[src/rtl/mmio_pwm_led_pkg.sv]
// Shared definitions for the memory-mapped PWM LED block: register map,
// RV32I load/store size codes, duty record and access decode helpers.
package mmio_pwm_led_pkg;

  // Word-aligned register addresses at the top of the address space
  localparam logic [31:0] ADDR_LEDS   = 32'hFFFF_FFFC;
  localparam logic [31:0] ADDR_MILLIS = 32'hFFFF_FFF8;
  localparam logic [31:0] ADDR_MICROS = 32'hFFFF_FFF4;

  // RV32I funct3 codes for stores
  localparam logic [2:0] F3_SB  = 3'b000;
  localparam logic [2:0] F3_SH  = 3'b001;
  localparam logic [2:0] F3_SW  = 3'b010;

  // RV32I funct3 codes for loads
  localparam logic [2:0] F3_LB  = 3'b000;
  localparam logic [2:0] F3_LH  = 3'b001;
  localparam logic [2:0] F3_LW  = 3'b010;
  localparam logic [2:0] F3_LBU = 3'b100;
  localparam logic [2:0] F3_LHU = 3'b101;

  // Four-byte duty record, laid out exactly as the LEDS register word
  typedef struct packed {
    logic [7:0] led;
    logic [7:0] red;
    logic [7:0] green;
    logic [7:0] blue;
  } duty_t;

  // Register selected by the current address
  typedef enum logic [1:0] {
    REG_NONE   = 2'b00,
    REG_MICROS = 2'b01,
    REG_MILLIS = 2'b10,
    REG_LEDS   = 2'b11
  } reg_sel_e;

  // Byte addresses 0xFFFFFFF4..0xFFFFFFFF belong to this block
  function automatic logic addr_hit(input logic [31:0] addr);
    return (addr[31:4] == 28'hFFF_FFFF) && (addr[3:2] != 2'b00);
  endfunction

  // Byte-lane enables for a store; misaligned or unknown sizes give no lanes
  function automatic logic [3:0] store_lanes(input logic [2:0] f3,
                                             input logic [1:0] lo);
    logic [3:0] be;
    be = 4'b0000;
    case (f3)
      F3_SB: be = 4'b0001 << lo;
      F3_SH: if (!lo[0]) be = lo[1] ? 4'b1100 : 4'b0011;
      F3_SW: if (lo == 2'b00) be = 4'b1111;
      default: be = 4'b0000;
    endcase
    return be;
  endfunction

  // Right-align and extend load data; misaligned or illegal sizes read 0
  function automatic logic [31:0] load_extend(input logic [31:0] word,
                                              input logic [2:0]  f3,
                                              input logic [1:0]  lo);
    logic [31:0] sh;
    logic [31:0] res;
    sh  = word >> {lo, 3'b000};
    res = 32'h0;
    case (f3)
      F3_LB:  res = {{24{sh[7]}}, sh[7:0]};
      F3_LBU: res = {24'h0, sh[7:0]};
      F3_LH:  if (!lo[0]) res = {{16{sh[15]}}, sh[15:0]};
      F3_LHU: if (!lo[0]) res = {16'h0, sh[15:0]};
      F3_LW:  if (lo == 2'b00) res = word;
      default: res = 32'h0;
    endcase
    return res;
  endfunction

endpackage

[src/rtl/mmio_pwm_led_pwm_channel.sv]
// One PWM output: compares the shared counter with a duty value and
// registers the result so the pin is glitch-free.
module pwm_channel #(
  parameter int unsigned PWM_BITS = 8
) (
  input  logic                clk,
  input  logic                reset,
  input  logic [PWM_BITS-1:0] cnt_i,
  input  logic [7:0]          duty_i,
  output logic                pwm_o
);

  // Compare width wide enough for both the counter and the 8-bit duty
  localparam int unsigned CW = (PWM_BITS > 8) ? PWM_BITS : 8;

  logic pwm_d;
  logic pwm_q;

  // High while the counter is below the duty; duty 0 never drives high
  always_comb begin
    pwm_d = (CW'(cnt_i) < CW'(duty_i));
  end

  // Output register
  always_ff @(posedge clk or posedge reset) begin
    if (reset) begin
      pwm_q <= 1'b0;
    end else begin
      pwm_q <= pwm_d;
    end
  end

  assign pwm_o = pwm_q;

endmodule

[src/rtl/mmio_pwm_led.sv]
// Memory-mapped LED PWM controller with free-running millisecond and
// microsecond timers, sitting at the top of the data address space.
module mmio_pwm_led
  import mmio_pwm_led_pkg::*;
#(
  parameter int unsigned CLK_HZ   = 12000000,
  parameter int unsigned PWM_BITS = 8
) (
  input  logic        clk,
  input  logic        reset,
  input  logic [2:0]  funct3,
  input  logic        dmem_wren,
  input  logic [31:0] dmem_address,
  input  logic [31:0] dmem_data_in,
  output logic [31:0] dmem_data_out,
  output logic        hit,
  output logic        led,
  output logic        red,
  output logic        green,
  output logic        blue
);

  // Prescaler divide ratios, clamped to 1 for very slow clocks
  localparam int unsigned US_DIV_RAW = CLK_HZ / 1000000;
  localparam int unsigned MS_DIV_RAW = CLK_HZ / 1000;
  localparam int unsigned US_DIV     = (US_DIV_RAW == 0) ? 1 : US_DIV_RAW;
  localparam int unsigned MS_DIV     = (MS_DIV_RAW == 0) ? 1 : MS_DIV_RAW;
  localparam int unsigned US_W       = (US_DIV > 1) ? $clog2(US_DIV) : 1;
  localparam int unsigned MS_W       = (MS_DIV > 1) ? $clog2(MS_DIV) : 1;

  duty_t               leds_q,   leds_d;
  duty_t               shadow_q, shadow_d;
  logic [PWM_BITS-1:0] cnt_q,    cnt_d;
  logic [US_W-1:0]     us_pre_q, us_pre_d;
  logic [MS_W-1:0]     ms_pre_q, ms_pre_d;
  logic [31:0]         micros_q, micros_d;
  logic [31:0]         millis_q, millis_d;
  logic [31:0]         rdata_q,  rdata_d;

  reg_sel_e            sel_c;
  logic [3:0]          be_c;
  logic [31:0]         wdata_c;
  logic [31:0]         rword_c;
  logic                wrap_c;
  logic                us_tick_c;
  logic                ms_tick_c;

  assign hit = addr_hit(dmem_address);

  // Decode which word register the address points at
  always_comb begin
    sel_c = REG_NONE;
    if (hit) begin
      if (dmem_address[31:2] == ADDR_LEDS[31:2]) begin
        sel_c = REG_LEDS;
      end else if (dmem_address[31:2] == ADDR_MILLIS[31:2]) begin
        sel_c = REG_MILLIS;
      end else if (dmem_address[31:2] == ADDR_MICROS[31:2]) begin
        sel_c = REG_MICROS;
      end
    end
  end

  // LEDS byte-lane write; the timers are read-only and ignore stores
  always_comb begin
    leds_d  = leds_q;
    be_c    = 4'b0000;
    wdata_c = dmem_data_in << {dmem_address[1:0], 3'b000};
    if (dmem_wren && (sel_c == REG_LEDS)) begin
      be_c = store_lanes(funct3, dmem_address[1:0]);
    end
    for (int i = 0; i < 4; i++) begin
      if (be_c[i]) begin
        leds_d[8*i +: 8] = wdata_c[8*i +: 8];
      end
    end
  end

  // Load path reads current (pre-write) register contents
  always_comb begin
    rword_c = 32'h0;
    case (sel_c)
      REG_LEDS:   rword_c = leds_q;
      REG_MILLIS: rword_c = millis_q;
      REG_MICROS: rword_c = micros_q;
      default:    rword_c = 32'h0;
    endcase
    rdata_d = (sel_c == REG_NONE) ? 32'h0
                                  : load_extend(rword_c, funct3, dmem_address[1:0]);
  end

  // Shared PWM counter; duty is latched only at the period boundary
  always_comb begin
    wrap_c   = (cnt_q == {PWM_BITS{1'b1}});
    cnt_d    = cnt_q + PWM_BITS'(1);
    shadow_d = wrap_c ? leds_q : shadow_q;
  end

  // Independent microsecond and millisecond prescalers and counters
  always_comb begin
    us_tick_c = (us_pre_q == US_W'(US_DIV - 1));
    ms_tick_c = (ms_pre_q == MS_W'(MS_DIV - 1));
    us_pre_d  = us_tick_c ? '0 : us_pre_q + US_W'(1);
    ms_pre_d  = ms_tick_c ? '0 : ms_pre_q + MS_W'(1);
    micros_d  = us_tick_c ? micros_q + 32'd1 : micros_q;
    millis_d  = ms_tick_c ? millis_q + 32'd1 : millis_q;
  end

  // State registers
  always_ff @(posedge clk or posedge reset) begin
    if (reset) begin
      leds_q   <= '0;
      shadow_q <= '0;
      cnt_q    <= '0;
      us_pre_q <= '0;
      ms_pre_q <= '0;
      micros_q <= 32'h0;
      millis_q <= 32'h0;
      rdata_q  <= 32'h0;
    end else begin
      leds_q   <= leds_d;
      shadow_q <= shadow_d;
      cnt_q    <= cnt_d;
      us_pre_q <= us_pre_d;
      ms_pre_q <= ms_pre_d;
      micros_q <= micros_d;
      millis_q <= millis_d;
      rdata_q  <= rdata_d;
    end
  end

  assign dmem_data_out = rdata_q;

  pwm_channel #(.PWM_BITS(PWM_BITS)) u_led (
    .clk    (clk),
    .reset  (reset),
    .cnt_i  (cnt_q),
    .duty_i (shadow_q.led),
    .pwm_o  (led)
  );

  pwm_channel #(.PWM_BITS(PWM_BITS)) u_red (
    .clk    (clk),
    .reset  (reset),
    .cnt_i  (cnt_q),
    .duty_i (shadow_q.red),
    .pwm_o  (red)
  );

  pwm_channel #(.PWM_BITS(PWM_BITS)) u_green (
    .clk    (clk),
    .reset  (reset),
    .cnt_i  (cnt_q),
    .duty_i (shadow_q.green),
    .pwm_o  (green)
  );

  pwm_channel #(.PWM_BITS(PWM_BITS)) u_blue (
    .clk    (clk),
    .reset  (reset),
    .cnt_i  (cnt_q),
    .duty_i (shadow_q.blue),
    .pwm_o  (blue)
  );

endmodule

[config.mk]
export PLATFORM = sky130hd
export DESIGN_NAME = mmio_pwm_led
export DESIGN_NICKNAME = d
export VERILOG_FILES = /design/src/rtl/mmio_pwm_led_pkg.sv /design/src/rtl/mmio_pwm_led_pwm_channel.sv /design/src/rtl/mmio_pwm_led.sv
export SDC_FILE = /design/constraint.sdc
export NUM_CORES = 1
export LEC_CHECK = 0
export ABC_CLOCK_PERIOD_IN_PS = 7300
export CELL_PAD_IN_SITES_DETAIL_PLACEMENT = 1
export CELL_PAD_IN_SITES_GLOBAL_PLACEMENT = 1
export CORE_UTILIZATION = 30
export CTS_BUF_LIST = sky130_fd_sc_hd__clkbuf_2
export DETAILED_ROUTE_END_ITERATION = 7
export PLACE_DENSITY_LB_ADDON = 0.12
export SYNTH_ARGS = -nofsm -noshare
export SYNTH_HDL_FRONTEND = slang
export SYNTH_HIERARCHICAL = 1
export SYNTH_SLANG_ARGS = --single-unit
[constraint.sdc]
create_clock -name clk -period 7.3 [get_ports clk]
set_input_delay 2.19 -clock clk [delete_from_list [all_inputs] [get_ports clk]]
set_output_delay 2.19 -clock clk [all_outputs]
set_load 0.02 [all_outputs]
==> impl_results.md <==
* Post-route setup slack at 1.05 ns
* VDD IR max at 0.0827 mV
* Max-cap violation count at 0
* Total number of vias at around 7600
* Post-synth top area share at 47.2%
* Syn_nets at 1036
* Rows at 66
* CTS sink cnt at 190
* CTS buffer count at 17
* Worst setup path class: input pin to output port
* Area leader, netlist: dfrtp_1
* GR peak layer: met2
* GR Util met3 at 3.72%
* I/O Pins at 107
* CTS Hold Bufs at 0
* Synth async-reset ratio at 100%
* Clk root buf: clkbuf_2
* Library cells used by synthesis at 59
* Layout cell share with drive strength beyond 1 at between 10% and 20%
* Vias in the first global route at 7737
* Core ar. at 0.0328 mm2
* Final net count at 1131
* Synth area leaders: dfrtp_1, mux2_2, ha_1, xnor2_1, xor2_1
* Die Ht at 185 um
* First-pass GRT wire length at 48500 um
* Clk pwr share at around 31%
* Worst endpoint data arrival time at 4.06 ns
* Area of the multi-input gates at 0.00496 mm2
* Pleak at 0.00517 uW
* Setup TNS at 0 ns
* Clk buf depth at 2
* Max Clock Freq at 0.160 GHz
* DR WL/cell at 21.4 um
* Placed cells at 1451
* Antenna violations before repair at 2
* Met2 Use GR at 28.6%
* Reg2Reg Launch Point: ms_pre_q[0]
* Critical Path Source Type: input pin
* Hold Fails Final Rpt at 0
* Required @ worst endpoint at 5.11 ns
* Fin. max-slew vios at 0
* Dpl hpwl at 24300 um
* Non-Filler Instances at 1484
* Post-CTS Setup Repair Bufs at 0
* TritonCTS clock tree: built
* Critical path peak fanout at 5
* Critical Path Sink Type: output port
* Post-CTS Resized at 0
* PwrDens at 144 mW/mm2
* Cells after Synth at a little over 900
* Seq pwr share at 62.2%
* Post-synth EDFFs at 0
* Syn avg cell area at 10.8 um2
* Hold crit path type: flop to flop
* Count leader, synth: dfrtp_1
* Yosys warnings at 6
* Slew HR at 37.2%
* Clock-pin slew on the worst setup and hold paths at between 0.2 and 0.3 ns
* GR Overflow Total at 0
* Register area at 0.00475 mm2
* WL final at 31800 um
* DR vias/cell at between 5 and 6
* Switching Fraction at 28.7%
* Register-to-register setup slack at 4.68 ns
* Die area at about 0.034 mm2
* NetSw at 488 uW
* CP max-delay cell: clkdlybuf4s50_1
* Crit path cell chain: clkdlybuf4s50_1 -> nand4_4 -> nor4_4 -> nand2_2 -> inv_2 -> clkdlybuf4s50_1
* P_int at 1210 uW
* RD Place Congestion at 0.870
* CTS H-tree depth at 4
* Post-placement worst setup slack at 1.03 ns
* Combinational power share at 6.8%
* Post-synth top flop: dfrtp_1
* Final setup fails at 0
* I/O Buffers at 106
* Pin count of the biggest net entering global routing at 124
* Critical Path Source: dmem_address[5]
* Crit share post-route at between 80 and 90%
* Area delta synth->final at 17.4%
* Final critical-path required period at 6.25 ns
* RSZ-0062 raised after global routing: no
* Skew final at 0.0588 ns
* Post-route ant nets at 0
* Clk Latency, worst-skew pair at 0.87 ns
* R2R Path End: millis_q[24]
* Post-synthesis sequential area ratio at 47.2%
* 1st-iter DRT viols at 493
* Worst Tran Pin Value at roughly 0.93 ns
* First drt pass iteration count at 5
* Mapped Area at just over 0.01 mm2
* Status: completed
* Number of synthesized register bits at 190
* Die Span X at 185 um
* Peak per-stage delay on the critical path at 0.62 ns
* DRC Markers at 0
* Total GRT Usage at 19.3%
* Routing usage on met1 at 28.2%
* Initial Utilization at between 30% and 40%
* Layout fillers at 3695
* Post-synth top cells: dfrtp_1, mux2_2, nand2_1, nor2_1
* Crit-path most repeated cell: clkdlybuf4s50_1
* Worst r2r path cells at 6
* Crit path to: hit
-- layout make-up --
| cell class | count | share of cell area [%] |
|---|---|---|
| Multi-Input combinational cell | 654 | 42.0 |
| Sequential cell | 190 | 40.2 |
| Timing Repair Buffer | 115 | 9.61 |
| Tap cell | 442 | 4.68 |
| Inverter | 50 | 1.65 |
| Clock inverter | 15 | 1.10 |
| Clock buffer | 17 | 0.720 |
| Antenna cell | 1 | 0.0212 |
-- how the worst min path moves through the flow --
stage / from / slack [ns] / cells past startpoint / endpoint
floorplan: us_pre_q[0] / 0.43 / 1 / us_pre_q[0]
global placement: us_pre_q[0] / 0.46 / 1 / us_pre_q[0]
detailed placement: us_pre_q[0] / 0.47 / 1 / us_pre_q[0]
CTS: us_pre_q[0] / 0.50 / 1 / us_pre_q[0]
global route: us_pre_q[0] / 0.51 / 1 / us_pre_q[0]
finish: us_pre_q[0] / 0.49 / 1 / us_pre_q[0]
-- layout by cell type (no fill, tap or decap), types with 5 or more instances in the layout --
cell type and instances:
dfrtp_1 190, clkdlybuf4s50_1 105, mux2_2 80, nand2_1 62, nor2_1 51, o21ai_0 49, inv_1 48, xnor2_1 44
nand3_1 40, xor2_1 37, ha_1 33, mux2i_1 26, nand4_1 24, clkbuf_2 17, nor3_1 14, a22oi_1 14
a21oi_1 13, nor4_1 11, and3_1 10, o21ai_1 10, a211o_1 10, a2111o_1 9, nand4b_1 8, a22o_1 8
buf_4 8, nor2b_1 7, o211ai_1 7, and4_1 6, and2_1 6, a2111oi_0 6, nand2b_1 5, o21a_1 5
mux2_1 5, inv_6 5
-- critical path: cells and delay by family --
family	cells	cell delay (ns)
and+or+nand+nor	3	0.59
buffers and inverters	3	1.28
-- routing by layer --
metal,up-vias,part of all wire (%)
li1,3549,-
met1,3871,51
met2,145,43
met3,23,4.3
met4,0,1.7
met5,-,0
-- state kept, by name, indices dropped and copies added (netlist names) --
signal / count
shadow_q: 32
us_pre_q: 4
micros_q: 32
cnt_q: 8
u_blue/pwm_o: 1
ms_pre_q: 14
u_red/pwm_o: 1
u_led/pwm_o: 1
u_green/pwm_o: 1
millis_q: 32
leds_q: 32
dmem_data_out: 32
-- per-stage QoR --
stage	utilization (%)	cell area, um2	power (uW)	hold slack, ns
6_report	36.1	11800	1700	0.491
5_1_grt	36.1	11800	1780	0.506
4_1_cts	36.0	11800	1740	0.496
3_5_place_dp	35.4	11600	1190	0.471
3_3_place_gp	35.4	11600	1190	0.456
2_1_floorplan	-	10100	1130	0.433
-- power groups by stage --
stage	clock network (uW)	registers, uW	logic (uW)
6_report	527	1060	115
4_1_cts	561	1060	117
3_5_place_dp	0	1070	117
3_3_place_gp	0	1070	117
5_1_grt	596	1060	127
2_1_floorplan	0	1070	53.1
-- cell families after synthesis --
group / synth area share, %
compound gates: 10.5
xor+xnor: 7.05
fa+ha+maj: 4.10
buf+inv: 3.55
flops: 47.2
mux: 12.5
simple gates: 15.1
Power figures use the tool's default switching activity.
